[config.mk]
export PLATFORM = sky130hd
export DESIGN_NAME = wbu_commit
export DESIGN_NICKNAME = d
export VERILOG_FILES = /design/src/rtl/npc_defs.sv /design/src/rtl/wbu_perf_cnt.sv /design/src/rtl/wbu_commit.sv
export SDC_FILE = /design/constraint.sdc
export NUM_CORES = 1
export LEC_CHECK = 0
export ABC_AREA = 1
export BUFFER_PORTS_ARGS = -buffer_cell sky130_fd_sc_hd__buf_2
export CORE_ASPECT_RATIO = 1.25
export CORE_MARGIN = 2
export CORE_UTILIZATION = 25
export CTS_BUF_LIST = sky130_fd_sc_hd__clkbuf_8
export DETAILED_ROUTE_END_ITERATION = 8
export SYNTH_ARGS = -nofsm -noshare
export SYNTH_HDL_FRONTEND = slang
export SYNTH_SLANG_ARGS = --single-unit
export TNS_END_PERCENT = 5
[constraint.sdc]
create_clock -name clk -period 6.66 [get_ports clk]
set_input_delay 0.666 -clock clk [delete_from_list [all_inputs] [get_ports clk]]
set_output_delay 0.666 -clock clk [all_outputs]
set_load 0.01 [all_outputs]
[src/rtl/npc_defs.sv]
// Shared NPC definitions: write-back FSM encodings, machine CSR addresses, trap causes.
package npc_defs;

    typedef enum logic [1:0] {
        IDLE   = 2'd0,
        WRITE  = 2'd1,
        NOTIFY = 2'd2,
        HALT   = 2'd3
    } wbu_state_e;

    localparam logic [11:0] CSR_MSTATUS   = 12'h300;
    localparam logic [11:0] CSR_MTVEC     = 12'h305;
    localparam logic [11:0] CSR_MEPC      = 12'h341;
    localparam logic [11:0] CSR_MCAUSE    = 12'h342;
    localparam logic [11:0] CSR_MVENDORID = 12'hF11;
    localparam logic [11:0] CSR_MARCHID   = 12'hF12;

    localparam logic [31:0] MCAUSE_ECALL_M = 32'hb;

endpackage

[src/rtl/wbu_perf_cnt.sv]
// Retired-instruction and ecall counters for the write-back stage; update one cycle after the strobe.
// No backpressure: counts every strobe and wraps silently.
module wbu_perf_cnt #(
    parameter int RET_W   = 64,
    parameter int ECALL_W = 32
) (
    input  logic               clk,
    input  logic               rst,
    input  logic               retire_i,
    input  logic               ecall_i,
    output logic [RET_W-1:0]   retired_o,
    output logic [ECALL_W-1:0] ecalls_o
);

    logic [RET_W-1:0]   retired_q;
    logic [ECALL_W-1:0] ecalls_q;

    always_ff @(posedge clk or posedge rst) begin
        if (rst) begin
            retired_q <= '0;
            ecalls_q  <= '0;
        end else begin
            if (retire_i) retired_q <= retired_q + 1'b1;
            if (ecall_i)  ecalls_q  <= ecalls_q + 1'b1;
        end
    end

    assign retired_o = retired_q;
    assign ecalls_o  = ecalls_q;

endmodule

[src/rtl/wbu_commit.sv]
// Commit stage: accept in N, GPR/CSR strobes once in N+1, next PC to IFU held until out_ready; 1 instr / 2 cycles max.
// ebreak parks the stage in HALT until reset. WBU_PERF_EN builds the retire/ecall counters.
module wbu_commit
    import npc_defs::*;
#(
    parameter int DATA_WIDTH     = 32,
    parameter int CSR_ADDR_WIDTH = 12,
    parameter int REG_ADDR_WIDTH = 5
) (
    input  logic                      clk,
    input  logic                      rst,
    input  logic                      in_valid,
    output logic                      in_ready,
    input  logic [DATA_WIDTH-1:0]     in_pc,
    input  logic [DATA_WIDTH-1:0]     in_dnpc,
    input  logic [REG_ADDR_WIDTH-1:0] in_rd,
    input  logic                      in_rd_wen,
    input  logic [DATA_WIDTH-1:0]     in_rd_data,
    input  logic                      in_csr_wen,
    input  logic [CSR_ADDR_WIDTH-1:0] in_csr_addr,
    input  logic [DATA_WIDTH-1:0]     in_csr_wdata,
    input  logic                      in_is_ecall,
    input  logic                      in_is_mret,
    input  logic                      in_is_ebreak,
    output logic                      rf_wen,
    output logic [REG_ADDR_WIDTH-1:0] rf_waddr,
    output logic [DATA_WIDTH-1:0]     rf_wdata,
    output logic                      valid_wbu,
    output logic                      csr_wen,
    output logic [CSR_ADDR_WIDTH-1:0] csr_waddr,
    output logic [DATA_WIDTH-1:0]     csr_wdata,
    output logic                      is_ecall_wbu,
    output logic                      is_mret_wbu,
    output logic [DATA_WIDTH-1:0]     csr_pc,
    output logic                      out_valid,
    input  logic                      out_ready,
    output logic [DATA_WIDTH-1:0]     out_dnpc,
    output logic                      halt,
    output logic [63:0]               perf_retired,
    output logic [31:0]               perf_ecalls
);

    wbu_state_e state_q, state_d;

    logic [DATA_WIDTH-1:0]     pc_q, dnpc_q, rd_data_q, csr_wdata_q;
    logic [REG_ADDR_WIDTH-1:0] rd_q;
    logic [CSR_ADDR_WIDTH-1:0] csr_addr_q;
    logic                      rd_wen_q, csr_wen_q, ecall_q, mret_q, ebreak_q;
    logic                      accept;

    assign accept = (state_q == IDLE) && in_valid;

    always_ff @(posedge clk or posedge rst) begin
        if (rst) begin
            state_q     <= IDLE;
            pc_q        <= '0;
            dnpc_q      <= '0;
            rd_q        <= '0;
            rd_wen_q    <= 1'b0;
            rd_data_q   <= '0;
            csr_wen_q   <= 1'b0;
            csr_addr_q  <= '0;
            csr_wdata_q <= '0;
            ecall_q     <= 1'b0;
            mret_q      <= 1'b0;
            ebreak_q    <= 1'b0;
        end else begin
            state_q <= state_d;
            if (accept) begin
                pc_q        <= in_pc;
                dnpc_q      <= in_dnpc;
                rd_q        <= in_rd;
                rd_wen_q    <= in_rd_wen;
                rd_data_q   <= in_rd_data;
                csr_wen_q   <= in_csr_wen;
                csr_addr_q  <= in_csr_addr;
                csr_wdata_q <= in_csr_wdata;
                ecall_q     <= in_is_ecall;
                mret_q      <= in_is_mret;
                ebreak_q    <= in_is_ebreak;
            end
        end
    end

    // Strobes exist only in WRITE, so stalling in NOTIFY can never replay a side effect.
    always_comb begin
        state_d      = state_q;
        in_ready     = 1'b0;
        valid_wbu    = 1'b0;
        rf_wen       = 1'b0;
        csr_wen      = 1'b0;
        is_ecall_wbu = 1'b0;
        is_mret_wbu  = 1'b0;
        out_valid    = 1'b0;
        halt         = 1'b0;
        case (state_q)
            IDLE: begin
                in_ready = 1'b1;
                if (in_valid) state_d = WRITE;
            end
            WRITE: begin
                valid_wbu    = 1'b1;
                rf_wen       = rd_wen_q && (rd_q != '0);
                csr_wen      = csr_wen_q && !ecall_q;
                is_ecall_wbu = ecall_q;
                is_mret_wbu  = mret_q && !ecall_q;
                if (ebreak_q) begin
                    state_d = HALT;
                end else begin
                    out_valid = 1'b1;
                    state_d   = out_ready ? IDLE : NOTIFY;
                end
            end
            NOTIFY: begin
                out_valid = 1'b1;
                if (out_ready) state_d = IDLE;
            end
            HALT: begin
                halt = 1'b1;
            end
            default: state_d = IDLE;
        endcase
    end

    assign rf_waddr  = rd_q;
    assign rf_wdata  = rd_data_q;
    assign csr_waddr = csr_addr_q;
    assign csr_wdata = csr_wdata_q;
    assign csr_pc    = pc_q;
    assign out_dnpc  = dnpc_q;

`ifdef WBU_PERF_EN
    logic retire;
    assign retire = (state_q == WRITE);

    wbu_perf_cnt #(
        .RET_W  (64),
        .ECALL_W(32)
    ) u_perf_cnt (
        .clk      (clk),
        .rst      (rst),
        .retire_i (retire),
        .ecall_i  (retire && ecall_q),
        .retired_o(perf_retired),
        .ecalls_o (perf_ecalls)
    );
`else
    assign perf_retired = '0;
    assign perf_ecalls  = '0;
`endif

endmodule

==> results.py, run 1 <==
metrics = {
    "finish": {
        "stdcell_area_sq_um": 8470,
        "final_util_pct": 32.8,
        "drive_above_1_share_pct": 53.0,
        "antenna_cells": 0,
        "layout.nets": 920,
        "area_growth_pct": 29.4,
    },
    "timing": {
        "fin_skew_ns": 0.00762,
        "min_period_ns": 2.63,
        "clock.fmax_mhz": 380,
        "slew_headroom_pct": 39.4,
        "finalWorstSetupSlack_ns": 4.03,
        "finalMaxSlewViolations": 0,
        "rsz0062_at_grt": "false",
        "worst-slew-pin-transition_ns": 0.909,
        "hold_viol_final": 0,
        "min_period_over_period_pct": 39.5,
        "fin_setup_tns_ns": 0,
        "finalSetupViolCount": 0,
    },
    "power_and_ir_drop": {
        "total_power_w": 0.00395,
        "p_per_area_nw_per_um2": 467,
        "irDropWorstVdd_mv": 0.208,
        "p_leak_nw": 4.32,
    },
    "route": {
        "drt_iter0_drc": 92,
        "routed_wl_um": 15100,
        "ant_nets": 0,
        "vias": 4280,
        "wl_per_cell_um": 13.5,
        "dr.pass1.iters": 3,
        "via_per_inst": 3.84,
        "drc": 0,
    },
    "critical_path": {
        "cpPeakStageDelay_ns": 0.74,
        "slowest_stage": "buf_4",
        "path_max_fanout": 86,
        "r2r_start": "state_q[0]",
        "crit_arrival_ns": 2.96,
        "critPathLaunchType": "register",
        "startpoint": "state_q[0]",
        "critical_path_class": "reg2reg",
        "crit_chain": "inv_1, ha_1, nand2_8, buf_4, mux2_2",
        "worstSetupEndpointType": "register",
        "reg2reg_slack_ns": 4.03,
        "cp.required_ns": 6.99,
    },
    "placement": {
        "dpl-instance-area_sq_um": 8030,
        "hpwl_um": 11400,
        "pre_cts_ws_ns": 3.95,
        "io_buffers": 306,
        "routabilityCongestion": 0.756,
    },
    "yosys": {
        "synth_edf_count": 0,
        "postSynthAreaPerCell_sq_um": 14.5,
        "synth-seq-area-share_pct": 58.1,
        "synth-seq-cells": 152,
        "ys.warnings.count": 0,
        "async_flop_share_pct": 100,
        "yosysMostFrequentCell": "dfrtp_1",
        "synth.distinct_cells": 18,
        "synth_area_sq_um": 6540,
        "syn_inst": 452,
        "synthFlopType": "dfrtp_1",
        "synth_area_leaders": "dfrtp_1 58%, mux2_1 13%, mux2_2 12%, buf_4 11%, buf_6 1.5%",
        "yosysTopAreaCell": "dfrtp_1",
        "synth_common_cells": "152 x dfrtp_1, 96 x buf_4, 77 x mux2_1",
        "synth_top_area_share_pct": 58.1,
    },
    "floorplanning": {
        "start_util_pct": 25.3,
        "ios": 403,
        "dieWidth_um": 149,
        "row_count": 66,
        "die_h_um": 185,
        "dieArea_sq_um": 27500,
        "core_area_sq_um": 25800,
    },
    "cts": {
        "clock_latency_ns": 0.45,
        "clock_path_buffers": 2,
        "clkSinkCount": 152,
        "cts_setup_buffers": 0,
        "cts_resized": 0,
        "cts.clk_slew.worst_paths_ns": 0.08,
        "tritoncts": "yes",
        "postCtsHoldBufs": 0,
        "cts_root_buffer": "clkbuf_8",
        "cts_buffers": 17,
        "ctsHtreeMaxLevel": 4,
    },
    "grt": {
        "grt-ovfl-total": 0,
        "grt_pass1_wl_um": 22000,
        "grt_max_degree": 102,
        "antenna_found_initial": 0,
        "grt_pass1_vias": 4166,
        "grt.total_usage_pct": 10.7,
    },
    "outcome": {
        "outcome": "finished clean",
    },
    "job": {
        "maxCapViolations": 0,
    },
    "min_path": {
        "min_path_type": "in2async",
    },
}
-- power by group --
group	switching [W]	internal, W
registers	0.000239	0.00140
logic	0.000780	0.000763
clock network	0.000342	0.000431
total	0.00136	0.00259
-- stage by stage --
stage               hold WS, ns  cells
floorplan                 0.471    547
global placement          0.468   1083
detailed placement        0.475   1083
CTS                       0.368   1114
global route              0.375   1114
finish                    0.402   1114
-- layout make-up --
| cell class | instances | area (sq um) |
|---|---|---|
| fillers | 2662 | 17400 |
| inverters | 9 | 38.8 |
| repair buffers | 308 | 1550 |
| well taps | 340 | 425 |
| flip-flops and latches | 152 | 3800 |
| clock inverters | 11 | 156 |
| clock buffers | 20 | 275 |
| multi-input cells | 274 | 2220 |
-- final timing paths --
path                                 end  cells after the start
setup / recovery           csr_wdata[24]                      5
hold / removal               rf_wdata[6]                      2
setup reg to reg           csr_wdata[24]                      5
hold reg to reg             out_dnpc[21]                      1
max in group asynchronous     csr_pc[13]                      3
min in group clk            rf_wdata[21]                      2
-- registers in the layout, summed over array words and instances (netlist names) --
name	count
state_q	2
csr_waddr	12
rf_waddr	5
csr_wen_q	1
csr_pc	32
ecall_q	1
out_dnpc	32
rf_wdata	32
mret_q	1
ebreak_q	1
rd_wen_q	1
csr_wdata	32
-- layer usage --
metal  share of wire (%)  track usage, %
met1                  35            10.7
met3                  11            4.83
met4                 1.5            4.46
met5                   0               0
met2                  53            19.1
-- cells by family (layout without fill, tap and decap cells) --
kind of cell / Yosys count / in the layout / share of synthesized area, %
compound gates: 5 / 5 / 0.382
simple gates: 20 / 20 / 1.41
fa+ha+maj: 4 / 4 / 0.765
buf+inv: 121 / 348 / 13.6
flops: 152 / 152 / 58.1
mux: 149 / 149 / 25.6
other cells: 1 / 96 / 0.0573
-- worst max-delay path, delay by kind of cell, from the launching register on --
family                     cells  cell delay, ns
and+or+nand+nor                1            0.49
DFF                            1            0.40
adders and majority gates      1            0.29
muxes                          1            0.41
buffers and inverters          2            0.82
-- cell usage in the layout, fill, tap and decap left out, drive strengths merged --
cell,count
clkinv,2
nor2,2
a21oi,3
dfrtp,152
buf,308
or2,1
clkinvlp,1
nor3,1
nor3b,2
nand2,11
nand3,3
mux2,149
inv,13
o21ai,2
conb,96
ha,4
clkbuf,20
bufinv,4
(Power assumes the default switching activity.)
==> run 2: changes to the inputs <==
clock period = 2.57 ns   (was 6.66 ns; I/O delays follow)
==> results.py, run 2 (synthesized netlist as in run 1, its figures left out) <==
metrics = {
    "outcome": {
        "outcome": "finished clean",
    },
    "cts": {
        "cts_root_buffer": "clkbuf_8",
        "tritoncts": "yes",
        "cts.clk_slew.worst_paths_ns": 0.08,
        "ctsHtreeMaxLevel": 4,
        "cts_buffers": 17,
        "clock_path_buffers": 2,
        "postCtsHoldBufs": 114,
        "cts_resized": 0,
        "clock_latency_ns": 0.44,
        "cts_setup_buffers": 0,
        "clkSinkCount": 152,
    },
    "timing": {
        "clock.fmax_mhz": 488,
        "rsz0062_at_grt": "false",
        "worst-slew-pin-transition_ns": 0.529,
        "hold_viol_final": 0,
        "fin_setup_tns_ns": 0,
        "min_period_ns": 2.05,
        "slew_headroom_pct": 64.7,
        "min_period_over_period_pct": 79.7,
        "fin_skew_ns": 0.00610,
        "finalMaxSlewViolations": 0,
        "finalSetupViolCount": 0,
    },
    "critical_path": {
        "cpPeakStageDelay_ns": 0.42,
        "crit_chain": "inv_1, ha_1, inv_1, nand2_1, nand2_1, a21oi_1, buf_2",
        "slowest_stage": "dfrtp_1",
        "path_max_fanout": 5,
        "worstSetupEndpointType": "primary output",
        "critical_path_class": "reg2out",
        "crit_arrival_ns": 1.79,
        "cp.required_ns": 2.31,
        "critPathLaunchType": "register",
    },
    "route": {
        "wl_per_cell_um": 13.0,
        "drc": 0,
        "drt_iter0_drc": 85,
        "dr.pass1.iters": 3,
        "routed_wl_um": 16000,
        "ant_nets": 0,
        "vias": 4716,
        "via_per_inst": 3.82,
    },
    "job": {
        "maxCapViolations": 0,
    },
    "floorplanning": {
        "dieWidth_um": 149,
        "core_area_sq_um": 25800,
        "row_count": 66,
        "ios": 403,
        "die_h_um": 185,
        "start_util_pct": 25.3,
        "dieArea_sq_um": 27500,
    },
    "placement": {
        "routabilityCongestion": 0.745,
        "io_buffers": 306,
        "dp.cells": 1089,
        "hpwl_um": 11300,
    },
    "grt": {
        "grt_max_degree": 87,
        "antenna_found_initial": 0,
        "grt-ovfl-total": 0,
        "grt.total_usage_pct": 11.4,
        "grt_pass1_wl_um": 24300,
        "grt_pass1_vias": 4905,
    },
    "finish": {
        "area_growth_pct": 47.9,
        "antenna_cells": 0,
        "layout.nets": 1040,
        "n_fill_cell": 2466,
        "drive_above_1_share_pct": 46.8,
        "final_common_cell": "buf_2",
        "instances_no_fill": 1235,
        "layout_common_cells": "306 x buf_2, 152 x dfrtp_1, 114 x dlygate4sd3_1",
    },
    "min_path": {
        "min_path_type": "in2reg",
    },
    "power_and_ir_drop": {
        "p_per_area_nw_per_um2": 1070,
        "p_leak_nw": 4.81,
        "irDropWorstVdd_mv": 0.544,
    },
}
run 2: changes by cell type in the layout (fill, tap and decap cells not counted), sizes merged:
cell | previous run | this run
inv | 13 | 12
bufinv | 4 | 2
buf | 308 | 314
clkbuf | 20 | 21
clkinvlp | 1 | 4
dlygate4sd3 | 0 | 114
run 2: per-layer routing:
metal  GRT usage [%]  routed length [um]
met3            3.99                1410
met2            20.8                8430
met1            11.8                5810
met4            5.10                 362
met5               0                   0
run 2: stage by stage:
stage	area, sq um	setup WS, ns	hold slack, ns	utilization [%]	power [W]
6_report	9680	0.520	0.0478	37.4	0.0103
5_1_grt	9680	0.316	0.000424	37.4	0.0111
4_1_cts	9680	0.435	0.000589	37.4	0.0105
3_5_place_dp	8130	0.714	0.415	31.4	0.00842
3_3_place_gp	8130	0.751	0.411	31.4	0.00832
2_1_floorplan	6900	0.396	0.389	-	0.00673
run 2: critical path, delay by kind of cell, from the launching register on:
kind / cells / cell delay (ns)
buffers and inverters: 3 / 0.39
and+or+nand+nor: 2 / 0.14
DFF: 1 / 0.42
AOI/OAI and AO/OA: 1 / 0.10
adders and majority gates: 1 / 0.31
run 2: worst paths after layout:
kind	from	end	slack, ns	cells after the start
setup / recovery	state_q[1]	out_valid	0.52	7
hold / removal	in_csr_addr[8]	csr_waddr[8]	0.05	2
setup reg to reg	state_q[0]	csr_wdata[24]	0.71	5
hold reg to reg	rf_wdata[18]	rf_wdata[18]	0.49	1
max in group asynchronous	rst	out_dnpc[30]	1.62	4
min in group asynchronous	rst	rf_wdata[2]	0.49	4
run 2: power by group:
part / leakage (nW) / internal (W) / switching, W
Clock: 0.207 / 0.000967 / 0.000919
Sequential: 1.79 / 0.00362 / 0.000603
Combinational: 2.82 / 0.00215 / 0.00208
Total: 4.81 / 0.00673 / 0.00361
run 2: area by class of cell:
type / count / area (sq um) / area share (%)
clock inverter: 11 / 121 / 1.25
sequential: 152 / 3800 / 39.3
timing repair buffer: 428 / 2780 / 28.7
clock buffer: 21 / 289 / 2.99
multi-input combinational: 274 / 2220 / 22.9
tap: 340 / 425 / 4.40
inverter: 9 / 37.5 / 0.388
==> run 3: changes to the inputs <==
clock period = 1.7 ns   (was 2.57 ns; I/O delays follow)
==> results.py, run 3 (synthesized netlist as in run 1, its figures left out) <==
metrics = {
    "finish": {
        "antenna_cells": 0,
        "instances_no_fill": 1286,
        "area_growth_pct": 58.0,
        "n_fill_cell": 2392,
        "drive_above_1_share_pct": 47.3,
        "layout.nets": 1091,
        "layout_common_cells": "303 x buf_2, 152 x dfrtp_1, 152 x dlygate4sd3_1",
        "stdcell_area_sq_um": 10300,
        "final_common_cell": "buf_2",
    },
    "cts": {
        "ctsHtreeMaxLevel": 4,
        "clock_path_buffers": 2,
        "clock_latency_ns": 0.46,
        "cts.clk_slew.worst_paths_ns": 0.08,
        "tritoncts": "yes",
        "cts_root_buffer": "clkbuf_8",
        "clkSinkCount": 152,
        "cts_buffers": 17,
    },
    "floorplanning": {
        "dieWidth_um": 149,
        "ios": 403,
        "row_count": 66,
        "core_area_sq_um": 25800,
        "dieArea_sq_um": 27500,
        "start_util_pct": 25.3,
        "die_h_um": 185,
    },
    "route": {
        "vias": 4983,
        "via_per_inst": 3.87,
        "wl_per_cell_um": 13.5,
        "drc": 0,
        "ant_nets": 0,
        "dr.pass1.iters": 4,
        "drt_iter0_drc": 84,
        "routed_wl_um": 17400,
    },
    "grt": {
        "grt_pass1_wl_um": 26200,
        "grt-ovfl-total": 0,
        "grt_pass1_vias": 5227,
        "grt_max_degree": 59,
        "grt.total_usage_pct": 12.4,
        "antenna_found_initial": 0,
    },
    "min_path": {
        "min_path_type": "in2async",
    },
    "timing": {
        "min_period_ns": 1.69,
        "finalSetupViolCount": 0,
        "finalWorstSetupSlack_ns": 0.0113,
        "min_period_over_period_pct": 99.3,
        "fin_skew_ns": 0.0110,
        "clock.fmax_mhz": 592,
        "hold_viol_final": 0,
        "rsz0062_at_grt": "true",
        "finalMaxSlewViolations": 0,
    },
    "critical_path": {
        "worstSetupEndpointType": "primary output",
        "path_max_fanout": 4,
        "crit_arrival_ns": 1.52,
        "cp.required_ns": 1.53,
        "critical_path_class": "reg2out",
        "critPathLaunchType": "register",
    },
    "power_and_ir_drop": {
        "power.switching_w": 0.00570,
        "pwr-share-comb_pct": 41.6,
        "internal_power_w": 0.0110,
        "irDropWorstVdd_mv": 0.845,
        "clkPwrFrac_pct": 19.9,
        "p_leak_nw": 5.09,
        "p_sw_share_pct": 34.2,
        "power_frac_seq_pct": 38.5,
        "p_per_area_nw_per_um2": 1610,
    },
    "job": {
        "maxCapViolations": 0,
    },
    "placement": {
        "pre_cts_ws_ns": 0.0899,
        "dp.cells": 1099,
        "hpwl_um": 11700,
        "io_buffers": 306,
        "dpl-instance-area_sq_um": 8220,
        "routabilityCongestion": 0.710,
    },
    "outcome": {
        "outcome": "finished clean",
    },
}
-- run 3: cell types whose count changed in the layout (fill, tap and decap cells not counted), sizes merged --
cell | before | now
clkinv | 2 | 3
dlygate4sd3 | 114 | 152
bufinv | 2 | 5
inv | 12 | 10
buf | 314 | 327
clkinvlp | 4 | 2
-- run 3: worst paths after layout --
kind                         startpoint           end  slack, ns  cells after the start
hold / removal                      rst    csr_pc[13]       0.25                      3
hold reg to reg            out_dnpc[28]  out_dnpc[28]       0.49                      1
max in group asynchronous           rst  out_dnpc[30]       0.81                      4
setup reg to reg             state_q[0]   rf_wdata[1]       0.06                      5
setup / recovery             state_q[0]        rf_wen       0.01                      6
min in group clk               in_valid  csr_waddr[0]       0.26                      3
-- run 3: power groups by stage --
stage | clock network (W) | logic (W) | registers, W
2_1_floorplan | 0 | 0.00291 | 0.00727
3_3_place_gp | 0 | 0.00632 | 0.00641
3_5_place_dp | 0 | 0.00644 | 0.00645
4_1_cts | 0.00349 | 0.00695 | 0.00641
5_1_grt | 0.00361 | 0.00751 | 0.00665
6_report | 0.00333 | 0.00693 | 0.00641
-- run 3: what timing repair did --
action                                  CTS  global route
resized for setup                        18             6
buffers inserted                          3             0
pin swaps                                 1             1
endpoints found under the setup margin    5            56
endpoints found under the hold margin   174             0
cloned                                    0             0
hold buffers                            152             0
-- run 3: layout make-up --
| type | count | area (sq um) | area share (%) |
|---|---|---|---|
| clock buffers | 21 | 289 | 2.79 |
| clock inverters | 11 | 193 | 1.86 |
| inverters | 9 | 40.0 | 0.387 |
| multi-input cells | 274 | 2280 | 22.0 |
| flip-flops and latches | 152 | 3800 | 36.8 |
| well taps | 340 | 425 | 4.11 |
| repair buffers | 479 | 3310 | 32.0 |
-- run 3: worst max-delay path: stages, from the launching register on --
cell and delay, ns:
dfrtp_1 0.40, buf_6 0.13, ha_4 0.17, buf_12 0.14, nand3_4 0.08, inv_2 0.04, buf_6 0.11
-- run 3: metal layers --
layer / GRT usage, % / vias to the layer above / part of all wire (%) / wire length [um]
li1: - / 2290 / - / -
met2: 23.4 / 279 / 54 / 9420
met4: 5.30 / 0 / 2.0 / 352
met3: 4.78 / 24 / 9.0 / 1570
met5: 0 / - / 0 / 0
met1: 12.1 / 2390 / 35 / 6070
-- run 3: per-stage QoR --
| step | hold slack, ns | util, % | setup TNS, ns | total power (W) |
|---|---|---|---|---|
| after floorplan | 0.302 | - | -58.82 | 0.0102 |
| after global placement | 0.190 | 31.8 | 0 | 0.0127 |
| after detailed placement | 0.186 | 31.8 | 0 | 0.0129 |
| after CTS | 0.224 | 39.9 | -0.123 | 0.0168 |
| after global routing | 0.232 | 40.0 | -0.880 | 0.0178 |
| final | 0.247 | 40.0 | 0 | 0.0167 |
